--- src/rtl/vdma_wbuf_pkg.sv ---
// Shared buffer constants, FSM encoding and buffer-reference type for the
// video DMA write-buffer scheduler.
package vdma_wbuf_pkg;

  localparam int BUF_NUM       = 4;
  localparam int BUF_IDX_WIDTH = 2;

  typedef logic [BUF_IDX_WIDTH-1:0] buf_idx_t;

  typedef enum logic [1:0] {
    IDLE = 2'd0,
    RUN  = 2'd1,
    STOP = 2'd2
  } state_e;

  typedef struct packed {
    logic     valid;
    buf_idx_t idx;
  } buf_ref_t;

endpackage

--- src/rtl/vdma_wbuf_scheduler_if.sv ---
// Core-facing bus of the write-buffer scheduler: frame address/geometry out,
// core status and acceptance index back.
interface vdma_wbuf_scheduler_if #(
  parameter int AXI4_ADDR_WIDTH = 32,
  parameter int INDEX_WIDTH     = 8,
  parameter int STRIDE_WIDTH    = 14,
  parameter int H_WIDTH         = 12,
  parameter int V_WIDTH         = 12,
  parameter int AXI4_LEN_WIDTH  = 8
);
  logic                       core_enable;
  logic                       core_update;
  logic [AXI4_ADDR_WIDTH-1:0] core_addr;
  logic [STRIDE_WIDTH-1:0]    core_stride;
  logic [H_WIDTH-1:0]         core_width;
  logic [V_WIDTH-1:0]         core_height;
  logic [AXI4_LEN_WIDTH-1:0]  core_awlen;
  logic                       core_busy;
  logic [INDEX_WIDTH-1:0]     core_index;

  modport master (
    output core_enable, core_update, core_addr, core_stride, core_width,
           core_height, core_awlen,
    input  core_busy, core_index
  );

  modport slave (
    input  core_enable, core_update, core_addr, core_stride, core_width,
           core_height, core_awlen,
    output core_busy, core_index
  );
endinterface

--- src/rtl/vdma_wbuf_free_pick.sv ---
// Combinational picker: lowest buffer index not claimed by any valid exclusion.
module vdma_wbuf_free_pick
  import vdma_wbuf_pkg::*;
(
  input  buf_idx_t excl_a_i,
  input  buf_idx_t excl_b_i,
  input  buf_idx_t excl_c_i,
  input  logic     valid_a_i,
  input  logic     valid_b_i,
  input  logic     valid_c_i,
  output buf_idx_t free_o
);

  // Scan downwards so the last hit, the lowest free index, wins.
  always_comb begin
    free_o = '0;
    for (int i = BUF_NUM - 1; i >= 0; i--) begin
      if (!(valid_a_i && (excl_a_i == buf_idx_t'(i))) &&
          !(valid_b_i && (excl_b_i == buf_idx_t'(i))) &&
          !(valid_c_i && (excl_c_i == buf_idx_t'(i)))) begin
        free_o = buf_idx_t'(i);
      end
    end
  end

endmodule

--- src/rtl/vdma_wbuf_scheduler.sv ---
// Rotates four frame buffers between the write core (CUR/NXT), the newest
// complete frame (LATEST) and a reader lock (RD). Optional frame counter:
// define VDMA_WBUF_SCHEDULER_FRAME_CNT_EN.
module vdma_wbuf_scheduler
  import vdma_wbuf_pkg::*;
#(
  parameter int AXI4_ADDR_WIDTH = 32,
  parameter int INDEX_WIDTH     = 8,
  parameter int STRIDE_WIDTH    = 14,
  parameter int H_WIDTH         = 12,
  parameter int V_WIDTH         = 12,
  parameter int AXI4_LEN_WIDTH  = 8
) (
  input  logic                       aclk,
  input  logic                       aresetn,
  input  logic                       enable,
  output logic                       busy,
  input  logic [AXI4_ADDR_WIDTH-1:0] param_base,
  input  logic [AXI4_ADDR_WIDTH-1:0] param_size,
  input  logic [STRIDE_WIDTH-1:0]    param_stride,
  input  logic [H_WIDTH-1:0]         param_width,
  input  logic [V_WIDTH-1:0]         param_height,
  input  logic [AXI4_LEN_WIDTH-1:0]  param_awlen,
  vdma_wbuf_scheduler_if.master      core,
  input  logic                       rd_req,
  output logic [1:0]                 rd_buf,
  output logic [AXI4_ADDR_WIDTH-1:0] rd_addr,
  output logic                       rd_valid,
  output logic [1:0]                 wr_buf,
  output logic [15:0]                frame_count
);

  state_e                     state_q;
  logic                       busy_q;
  logic                       core_en_q;
  logic [AXI4_ADDR_WIDTH-1:0] base_q;
  logic [AXI4_ADDR_WIDTH-1:0] size_q;
  logic [STRIDE_WIDTH-1:0]    stride_q;
  logic [H_WIDTH-1:0]         width_q;
  logic [V_WIDTH-1:0]         height_q;
  logic [AXI4_LEN_WIDTH-1:0]  awlen_q;
  logic [AXI4_ADDR_WIDTH-1:0] core_addr_q;
  logic [AXI4_ADDR_WIDTH-1:0] rd_addr_q;
  buf_ref_t                   cur_q;
  buf_ref_t                   latest_q;
  buf_idx_t                   nxt_q;
  buf_idx_t                   rd_q;
  logic                       rd_valid_q;
  logic [INDEX_WIDTH-1:0]     prev_idx_q;
  logic                       prev_busy_q;

  logic                       acc;
  logic                       bfall;
  logic                       rd_take;
  buf_ref_t                   latest_d;
  buf_idx_t                   rd_d;
  logic                       rd_valid_d;
  buf_idx_t                   nxt_d;

  function automatic logic [AXI4_ADDR_WIDTH-1:0] buf_addr(
    input logic [AXI4_ADDR_WIDTH-1:0] base,
    input logic [AXI4_ADDR_WIDTH-1:0] size,
    input buf_idx_t                   idx
  );
    return base + size * AXI4_ADDR_WIDTH'(idx);
  endfunction

  // Values the buffer roles take after this edge; NXT must avoid all of them,
  // including a LATEST being locked by a simultaneous reader request.
  always_comb begin
    acc        = (state_q == RUN) && (core.core_index != prev_idx_q);
    bfall      = (state_q != IDLE) && prev_busy_q && !core.core_busy;
    rd_take    = rd_req && latest_q.valid;
    latest_d   = cur_q.valid ? cur_q : latest_q;
    rd_d       = rd_take ? latest_q.idx : rd_q;
    rd_valid_d = rd_valid_q | rd_take;
  end

  vdma_wbuf_free_pick u_free_pick (
    .excl_a_i  (nxt_q),
    .excl_b_i  (latest_d.idx),
    .excl_c_i  (rd_d),
    .valid_a_i (1'b1),
    .valid_b_i (latest_d.valid),
    .valid_c_i (rd_valid_d),
    .free_o    (nxt_d)
  );

  always_ff @(posedge aclk or negedge aresetn) begin
    if (!aresetn) begin
      state_q     <= IDLE;
      busy_q      <= 1'b0;
      core_en_q   <= 1'b0;
      base_q      <= '0;
      size_q      <= '0;
      stride_q    <= '0;
      width_q     <= '0;
      height_q    <= '0;
      awlen_q     <= '0;
      core_addr_q <= '0;
      rd_addr_q   <= '0;
      cur_q       <= '0;
      latest_q    <= '0;
      nxt_q       <= '0;
      rd_q        <= '0;
      rd_valid_q  <= 1'b0;
      prev_idx_q  <= '0;
      prev_busy_q <= 1'b0;
    end else begin
      prev_idx_q  <= core.core_index;
      prev_busy_q <= core.core_busy;

      if (rd_take) begin
        rd_q       <= latest_q.idx;
        rd_valid_q <= 1'b1;
        rd_addr_q  <= buf_addr(base_q, size_q, latest_q.idx);
      end

      // Acceptance wins over a simultaneous busy falling edge.
      if (acc) begin
        latest_q <= latest_d;
        cur_q    <= '{valid: 1'b1, idx: nxt_q};
        nxt_q    <= nxt_d;
      end else if (bfall && cur_q.valid) begin
        latest_q    <= cur_q;
        cur_q.valid <= 1'b0;
      end

      case (state_q)
        IDLE: begin
          if (enable) begin
            state_q     <= RUN;
            busy_q      <= 1'b1;
            core_en_q   <= 1'b1;
            base_q      <= param_base;
            size_q      <= param_size;
            stride_q    <= param_stride;
            width_q     <= param_width;
            height_q    <= param_height;
            awlen_q     <= param_awlen;
            cur_q.valid <= 1'b0;
            nxt_q       <= '0;
            core_addr_q <= param_base;
          end
        end
        RUN: begin
          core_addr_q <= buf_addr(base_q, size_q, nxt_q);
          if (!enable) begin
            state_q   <= STOP;
            core_en_q <= 1'b0;
          end
        end
        STOP: begin
          core_addr_q <= buf_addr(base_q, size_q, nxt_q);
          if (!core.core_busy) begin
            state_q <= IDLE;
            busy_q  <= 1'b0;
          end
        end
        default: begin
          state_q <= IDLE;
          busy_q  <= 1'b0;
        end
      endcase
    end
  end

`ifdef VDMA_WBUF_SCHEDULER_FRAME_CNT_EN
  logic [15:0] frame_cnt_q;

  always_ff @(posedge aclk or negedge aresetn) begin
    if (!aresetn) begin
      frame_cnt_q <= '0;
    end else if ((state_q == IDLE) && enable) begin
      frame_cnt_q <= '0;
    end else if ((acc || bfall) && cur_q.valid) begin
      frame_cnt_q <= frame_cnt_q + 16'd1;
    end
  end

  assign frame_count = frame_cnt_q;
`else
  assign frame_count = 16'd0;
`endif

  assign busy             = busy_q;
  assign core.core_enable = core_en_q;
  assign core.core_update = core_en_q;
  assign core.core_addr   = core_addr_q;
  assign core.core_stride = stride_q;
  assign core.core_width  = width_q;
  assign core.core_height = height_q;
  assign core.core_awlen  = awlen_q;
  assign rd_buf           = rd_q;
  assign rd_addr          = rd_addr_q;
  assign rd_valid         = rd_valid_q;
  assign wr_buf           = cur_q.valid ? cur_q.idx : nxt_q;

endmodule
--- src/flat_wrapper.sv ---
// flat-port wrapper written by rule: the top's interface ports become plain ports
module vdma_wbuf_scheduler_flat import vdma_wbuf_pkg::*;
#(
  parameter int AXI4_ADDR_WIDTH = 32,
  parameter int INDEX_WIDTH     = 8,
  parameter int STRIDE_WIDTH    = 14,
  parameter int H_WIDTH         = 12,
  parameter int V_WIDTH         = 12,
  parameter int AXI4_LEN_WIDTH  = 8
)
  (aclk, aresetn, enable, busy, param_base, param_size, param_stride, param_width, param_height, param_awlen, rd_req, rd_buf, rd_addr, rd_valid, wr_buf, frame_count, core_core_enable, core_core_update, core_core_addr, core_core_stride, core_core_width, core_core_height, core_core_awlen, core_core_busy, core_core_index);
  vdma_wbuf_scheduler_if #(.AXI4_ADDR_WIDTH(AXI4_ADDR_WIDTH), .INDEX_WIDTH(INDEX_WIDTH), .STRIDE_WIDTH(STRIDE_WIDTH), .H_WIDTH(H_WIDTH), .V_WIDTH(V_WIDTH), .AXI4_LEN_WIDTH(AXI4_LEN_WIDTH)) core_i ();
  input  logic aclk;
  input  logic aresetn;
  input  logic enable;
  output logic busy;
  input  logic [AXI4_ADDR_WIDTH-1:0] param_base;
  input  logic [AXI4_ADDR_WIDTH-1:0] param_size;
  input  logic [STRIDE_WIDTH-1:0] param_stride;
  input  logic [H_WIDTH-1:0] param_width;
  input  logic [V_WIDTH-1:0] param_height;
  input  logic [AXI4_LEN_WIDTH-1:0] param_awlen;
  input  logic rd_req;
  output logic [1:0] rd_buf;
  output logic [AXI4_ADDR_WIDTH-1:0] rd_addr;
  output logic rd_valid;
  output logic [1:0] wr_buf;
  output logic [15:0] frame_count;
  output wire logic [$bits(core_i.core_enable)-1:0] core_core_enable;
  output wire logic [$bits(core_i.core_update)-1:0] core_core_update;
  output wire logic [$bits(core_i.core_addr)-1:0] core_core_addr;
  output wire logic [$bits(core_i.core_stride)-1:0] core_core_stride;
  output wire logic [$bits(core_i.core_width)-1:0] core_core_width;
  output wire logic [$bits(core_i.core_height)-1:0] core_core_height;
  output wire logic [$bits(core_i.core_awlen)-1:0] core_core_awlen;
  input wire logic [$bits(core_i.core_busy)-1:0] core_core_busy;
  input wire logic [$bits(core_i.core_index)-1:0] core_core_index;
  assign core_core_enable = core_i.core_enable;
  assign core_core_update = core_i.core_update;
  assign core_core_addr = core_i.core_addr;
  assign core_core_stride = core_i.core_stride;
  assign core_core_width = core_i.core_width;
  assign core_core_height = core_i.core_height;
  assign core_core_awlen = core_i.core_awlen;
  assign core_i.core_busy = core_core_busy;
  assign core_i.core_index = core_core_index;
  vdma_wbuf_scheduler #(.AXI4_ADDR_WIDTH(AXI4_ADDR_WIDTH), .INDEX_WIDTH(INDEX_WIDTH), .STRIDE_WIDTH(STRIDE_WIDTH), .H_WIDTH(H_WIDTH), .V_WIDTH(V_WIDTH), .AXI4_LEN_WIDTH(AXI4_LEN_WIDTH)) u_core (.aclk(aclk), .aresetn(aresetn), .enable(enable), .busy(busy), .param_base(param_base), .param_size(param_size), .param_stride(param_stride), .param_width(param_width), .param_height(param_height), .param_awlen(param_awlen), .core(core_i), .rd_req(rd_req), .rd_buf(rd_buf), .rd_addr(rd_addr), .rd_valid(rd_valid), .wr_buf(wr_buf), .frame_count(frame_count));
endmodule
--- config.mk ---
export PLATFORM = sky130hd
export DESIGN_NAME = vdma_wbuf_scheduler_flat
export DESIGN_NICKNAME = d
export VERILOG_FILES = /design/src/rtl/vdma_wbuf_pkg.sv /design/src/rtl/vdma_wbuf_scheduler_if.sv /design/src/rtl/vdma_wbuf_free_pick.sv /design/src/rtl/vdma_wbuf_scheduler.sv /design/src/flat_wrapper.sv
export SDC_FILE = /design/constraint.sdc
export NUM_CORES = 1
export LEC_CHECK = 0
export BUFFER_PORTS_ARGS = -buffer_cell sky130_fd_sc_hd__buf_2
export CAP_MARGIN = 40
export CORE_UTILIZATION = 42
export CTS_CLUSTER_SIZE = 30
export DETAILED_ROUTE_END_ITERATION = 12
export PLACE_DENSITY = 0.67
export SETUP_SLACK_MARGIN = 0.4
export SLEW_MARGIN = 5
export SYNTH_ARGS = -nofsm -noshare
export SYNTH_HDL_FRONTEND = slang
export SYNTH_SLANG_ARGS = --single-unit
--- constraint.sdc ---
create_clock -name aclk -period 4.4 [get_ports aclk]
set_input_delay 0.66 -clock aclk [delete_from_list [all_inputs] [get_ports aclk]]
set_output_delay 0.66 -clock aclk [all_outputs]
set_load 0.05 [all_outputs]
==> flow_metrics.tcl, run 1 <==
set metrics [dict create \
    io_pins 257 \
    outcome "finished, violations left" \
    timing.hold.ws_ps 259 \
    via_count 11300 \
    grt-ovfl-total 0 \
    insertion_delay_ps 470 \
    grt_pass1_wl_mm 59.5 \
    cp_slowest_stage_delay_ps 480 \
    grt_pass1_vias 11500 \
    post-route-min-period_ps 3770 \
    antenna_left 0 \
    syn2layout_area_growth_pct 16.6 \
    yosysMostFrequentCell "nand2_1" \
    fin_nets 2058 \
    async_flop_share_pct 100 \
    antenna_found_initial 1 \
    rsz0062_at_grt "no" \
    first_pass_iters 9 \
    clk_transition_reported_paths_ps 80 \
    synth.mux.area_fraction_pct 1.70 \
    worstSetupPathType "flip-flop to flip-flop" \
    critPathTopFamily "compound AO/OA/AOI/OAI gates" \
    synth_top_family_by_area "simple AND/OR/NAND/NOR gates" \
    endpoint_kind "flip-flop" \
    n_antenna_cell 0 \
    synth-edff-count 0 \
    setup_tns_ps 0 \
    path_buf_inv 3 \
    yosysWarnings 0 \
    hp-class "input pin to async pin" \
    cts_sinks 198 \
    numCtsBuffers 17 \
    cts_tree "yes" \
    grt_usage_pct 23.1 \
    synth-xor-area-share_pct 3.82 \
    fmax_ghz 0.266 \
    slew_headroom_pct 45.9 \
    synth.avg_cell_area_um2 8.30 \
    cts_setup_buffers 0 \
    portBuffers 240 \
    synth-simple-area-share_pct 19.3 \
    arrival_ps 4090 \
    drive_gt1_share_pct 17.6 \
    final_area_um2 15500 \
    die_area_um2 32400 \
    synth_common_cells "nand2_1 (490), dfrtp_1 (198), inv_1 (166), o21ai_0 (113), a21oi_1 (73)" \
    fin_skew_ps 13.7 \
    drv_cap 0 \
    synth_compound_area_share_pct 14.7 \
    start_util_pct 43.1 \
    totalWireLength_mm 35.8 \
    synth_top_area_share_pct 37.3 \
    cts_buffer_depth 2 \
    initialDrtViolationCount 766 \
    ys_types 65 \
    rows 64 \
    cp_cell_sequence "nand2_1 -> fa_1 -> inv_1 -> ha_1 -> inv_1 -> fa_1 -> nand2b_1 -> a21oi_2 -> o31ai_1 -> buf_4 -> a211oi_4 -> nor2_1 -> a211o_1 -> o31ai_1 -> xnor2_1 -> o21ai_1" \
    slew_violations 0 \
    h-tree-depth 4 \
    synthAdderAreaFrac_pct 15.5 \
    netlist_top_cells_area "dfrtp_1 (37%), nand2_1 (14%), fa_1 (9.3%)" \
    drc 11 \
    fp.dieW_um 180 \
    fillers 2992 \
    gp_congestion 0.922 \
    fin_crit_sh_pct 85.6 \
    multi_input_area_um2 7400 \
    violations "design-rule violations" \
    seqCellArea_um2 4960 \
    dp_hpwl_mm 27.5 \
    crit_required_ps 4720 \
    synthFlopType "dfrtp_1" \
    yosys.area.top_type "dfrtp_1" \
    ys_ff_latch 198 \
    place_area_um2 14800 \
    cp_max_fo 5 \
    core_area_um2 30800 \
    start_kind "flip-flop" \
    synth_seq_area_share_pct 37.3 \
    synth_area_um2 13300 \
    die_h_um 180 \
    clockRootBuffer "clkbuf_16" \
    hold_viol_final 0 \
    viasPerCell 5.08 \
    worstMarginPinSlew_ps 812 \
    grt_max_degree 99 \
    post_drt_wl_per_cell_um 16.2 \
    synth_cells 1601 \
    crit_path_top_delay_cell "fa_1" \
    finalSetupViolCount 0 \
]
-- per-stage QoR --
| step | util, % | instances | setup slack (ps) |
|---|---|---|---|
| after detailed placement | 48.2 | 2185 | 593 |
| after CTS | 50.2 | 2217 | 576 |
| after floorplan | - | 1616 | 589 |
| final | 50.3 | 2217 | 634 |
| after global placement | 48.1 | 2184 | 652 |
| after global routing | 50.3 | 2217 | 408 |
-- flip-flops by register name (all words and copies together), names as in the netlist --
| name | cells |
|---|---|
| u_core.base_q | 32 |
| u_core.core.core_addr | 32 |
| u_core.rd_addr | 32 |
| u_core.size_q | 32 |
| u_core.core.core_stride | 14 |
| u_core.core.core_height | 12 |
| u_core.core.core_width | 12 |
| u_core.core.core_awlen | 8 |
| u_core.prev_idx_q | 8 |
| u_core.cur_q | 3 |
| u_core.latest_q | 3 |
| u_core.nxt_q | 2 |
| u_core.rd_buf | 2 |
| u_core.state_q | 2 |
| u_core.busy | 1 |
| u_core.core.core_enable | 1 |
| u_core.prev_busy_q | 1 |
| u_core.rd_valid | 1 |
-- layout make-up --
cell class	count	area share [%]
tap	396	3.20
sequential	198	32.0
clock buffer	18	2.83
multi-input combinational	1164	47.8
inverter	167	4.04
clock inverter	14	1.28
timing repair buffer	260	8.93
-- cells in the final DEF (no fill, tap or decap), drive strengths merged, types with 4 or more instances in the layout --
cell	n
a211oi	15
a21o	41
a21oi	75
and2	13
and3	9
buf	259
clkbuf	19
clkinv	4
conb	16
dfrtp	198
fa	62
ha	65
inv	175
mux2	5
mux2i	17
nand2	490
nand2b	11
nand3	16
nand4	9
nor2	37
nor2b	7
nor3	19
o21a	8
o21ai	128
o21bai	8
o31ai	9
or3	5
xnor2	37
xor2	21
-- metal layers --
layer	up-vias	wire length, um	global-route usage (%)
met5	-	11	0
met4	2	668	6.97
met3	39	2390	6.34
met2	333	16600	38.1
met1	5345	16100	29.5
li1	5543	-	-
-- worst paths after layout --
| path | startpoint | endpoint | slack, ps | cells after the start |
|---|---|---|---|---|
| max | u_core.size_q[1] | u_core.rd_addr[29] | 630 | 16 |
| min | aresetn | u_core.core.core_awlen[3] | 260 | 1 |
| max reg2reg | u_core.size_q[1] | u_core.rd_addr[29] | 630 | 16 |
| min reg2reg | u_core.rd_addr[6] | u_core.rd_addr[6] | 470 | 2 |
| max in group asynchronous | aresetn | u_core.core.core_stride[9] | 3120 | 2 |
| min in group aclk | core_core_index[7] | u_core.prev_idx_q[7] | 320 | 1 |
-- cell families after synthesis --
kind of cell | count (synthesis)
adder cells (fa/ha/maj) | 127
XOR/XNOR | 58
multiplexers | 22
AO/OA/AOI/OAI | 315
flip-flops | 198
other | 1
AND/OR/NAND/NOR | 626
buffers and inverters | 254
-- what timing repair did --
action	CTS	global route
endpoints found under the setup margin	0	4
resized for setup	0	4
hold buffers	0	0
Power of run 1 is not shown: default switching activity piles up to over one toggle a cycle in this logic, so the estimate is an artifact.
==> run 2, diff against run 1 <==
CORE_ASPECT_RATIO = 1.2   (was unset)
clock period = 3.7 ns   (was 4.4 ns; I/O delays follow)
==> flow_metrics.tcl, run 2 (same netlist as run 1, synthesis figures left out) <==
set metrics [dict create \
    outcome "finished, final reports clean" \
    crit_path_top_delay_cell "dfrtp_2" \
    antenna_found_initial 1 \
    first_pass_iters 5 \
    hp-class "input pin to async pin" \
    cts_tree "yes" \
    fin_nets 2121 \
    die_h_um 197 \
    totalWireLength_mm 38.9 \
    r2r_start "u_core.nxt_q[0]" \
    drive_gt1_share_pct 27.9 \
    groute.layer.met1.usage_pct 29.8 \
    final_cell_mix "nand2_1 (472), buf_2 (239), dfrtp_1 (195)" \
    worstSetupPathType "flip-flop to flip-flop" \
    viasPerCell 5.19 \
    post-route-min-period_ps 3480 \
    syn2layout_area_growth_pct 29.7 \
    cp_cell_sequence "buf_12 -> nand2_4 -> fa_2 -> buf_4 -> fa_2 -> nand2b_4 -> a211oi_4 -> o21ai_4 -> o31ai_4 -> a21oi_2 -> o21a_1 -> o21ai_2 -> mux2i_1 -> a211o_1" \
    grt-ovfl-total 0 \
    endpoint "u_core.core.core_addr[31]" \
    io_pins 257 \
    dp_hpwl_mm 27.4 \
    grtUsageMet3_pct 5.03 \
    numCtsBuffers 17 \
    slew_headroom_pct 43.8 \
    start_kind "flip-flop" \
    crit_top_cell "fa_2" \
    start_util_pct 42.5 \
    grt_pass1_wl_mm 61.3 \
    cp_max_fo 4 \
    arrival_ps 3820 \
    slew_violations 0 \
    core_area_um2 31300 \
    mostFrequentLayoutCell "nand2_1" \
    initialDrtViolationCount 844 \
    worstMarginPinSlew_ps 843 \
    startpoint "u_core.nxt_q[0]" \
    cp_slowest_stage_delay_ps 480 \
    via_count 11900 \
    met2_usage_pct 42.0 \
    r2r_slack_ps 220 \
    fmax_ghz 0.288 \
    endpoint_kind "flip-flop" \
    rsz0062_at_grt "yes" \
    h-tree-depth 4 \
    cts_sinks 198 \
    antenna_left 0 \
    die_area_um2 32400 \
    drc 0 \
    clockRootBuffer "clkbuf_16" \
    crit_required_ps 4040 \
    setup_tns_ps 0 \
    grt_max_degree 95 \
    grt_usage_pct 24.5 \
    clk_transition_reported_paths_ps 80 \
    fillers 2854 \
    hold_viol_final 0 \
    rows 71 \
    post_drt_wl_per_cell_um 17.0 \
    placed_cells 2204 \
    r2r_end "u_core.core.core_addr[31]" \
    fin_crit_sh_pct 94.0 \
    finalSetupViolCount 0 \
    fp.dieW_um 164 \
    drv_cap 0 \
    gp_congestion 0.921 \
    cts_buffer_depth 2 \
    reg2reg_depth 14 \
    grt_pass1_vias 11900 \
    insertion_delay_ps 460 \
    busiest_layer "met2" \
    portBuffers 240 \
    fin_cells 2287 \
    fin_skew_ps 18.3 \
    postCtsHoldBufs 0 \
]
==> run 2: cell types whose count changed in the layout (fill, tap and decap cells not counted), moves of 15 or more <==
| cell | previous run | this run |
|---|---|---|
| a21oi_1 | 72 | 57 |
| buf_4 | 18 | 60 |
| ha_1 | 65 | 31 |
| ha_4 | 0 | 31 |
| nand2_1 | 488 | 472 |
| o21ai_0 | 113 | 95 |
==> run 2: how the worst min path moves through the flow <==
stage,cells past startpoint,slack [ps],to,start
after global placement,2,450,u_core.rd_addr[17],u_core.rd_addr[17]
after detailed placement,2,460,u_core.core.core_stride[2],u_core.core.core_stride[2]
after floorplan,0,260,u_core.base_q[0],aresetn
final,1,160,u_core.size_q[17],aresetn
after global routing,1,210,u_core.prev_idx_q[2],core_core_index[2]
after CTS,1,210,u_core.rd_addr[15],aresetn
==> run 2: final cells by class <==
type | instances | area (um^2) | area share [%]
clock buffers | 18 | 429 | 2.49
repair buffers | 323 | 2100 | 12.2
flip-flops and latches | 198 | 4960 | 28.8
multi-input cells | 1164 | 8460 | 49.1
diodes | 2 | 5.00 | 0.0290
clock inverters | 14 | 161 | 0.936
well taps | 401 | 502 | 2.91
inverters | 167 | 627 | 3.64
==> run 2: per-stage QoR <==
stage | cell area (um^2) | worst slack [ps] | hold slack [ps] | util (%)
2_1_floorplan | 13500 | 343 | 259 | -
3_3_place_gp | 15100 | 111 | 453 | 48.3
3_5_place_dp | 15100 | 46.9 | 458 | 48.4
4_1_cts | 16600 | 249 | 207 | 53.2
5_1_grt | 17200 | 112 | 211 | 55.1
6_report | 17200 | 224 | 160 | 55.1
==> run 2: worst max-delay path: cells and delay by family, from the launching register on <==
family	cells	cell delay [ps]
buffers and inverters	2	330
adders and majority gates	2	830
and+or+nand+nor	2	230
DFF	1	480
muxes	1	110
AOI/OAI and AO/OA	7	1410
==> run 2: repair_timing <==
action                     CTS  global route
gates cloned                 4             1
pin swaps                   40            79
setup endpoints to repair   28            36
resized for setup          108            90
setup buffers               24            20
==> run 2: routing by layer <==
layer | wire, um | vias to the layer above
met4 | 1430 | 0
met5 | 0 | -
met2 | 19100 | 418
met3 | 2480 | 81
li1 | - | 5683
met1 | 15900 | 5688
Power of run 2 is left out for the same reason.
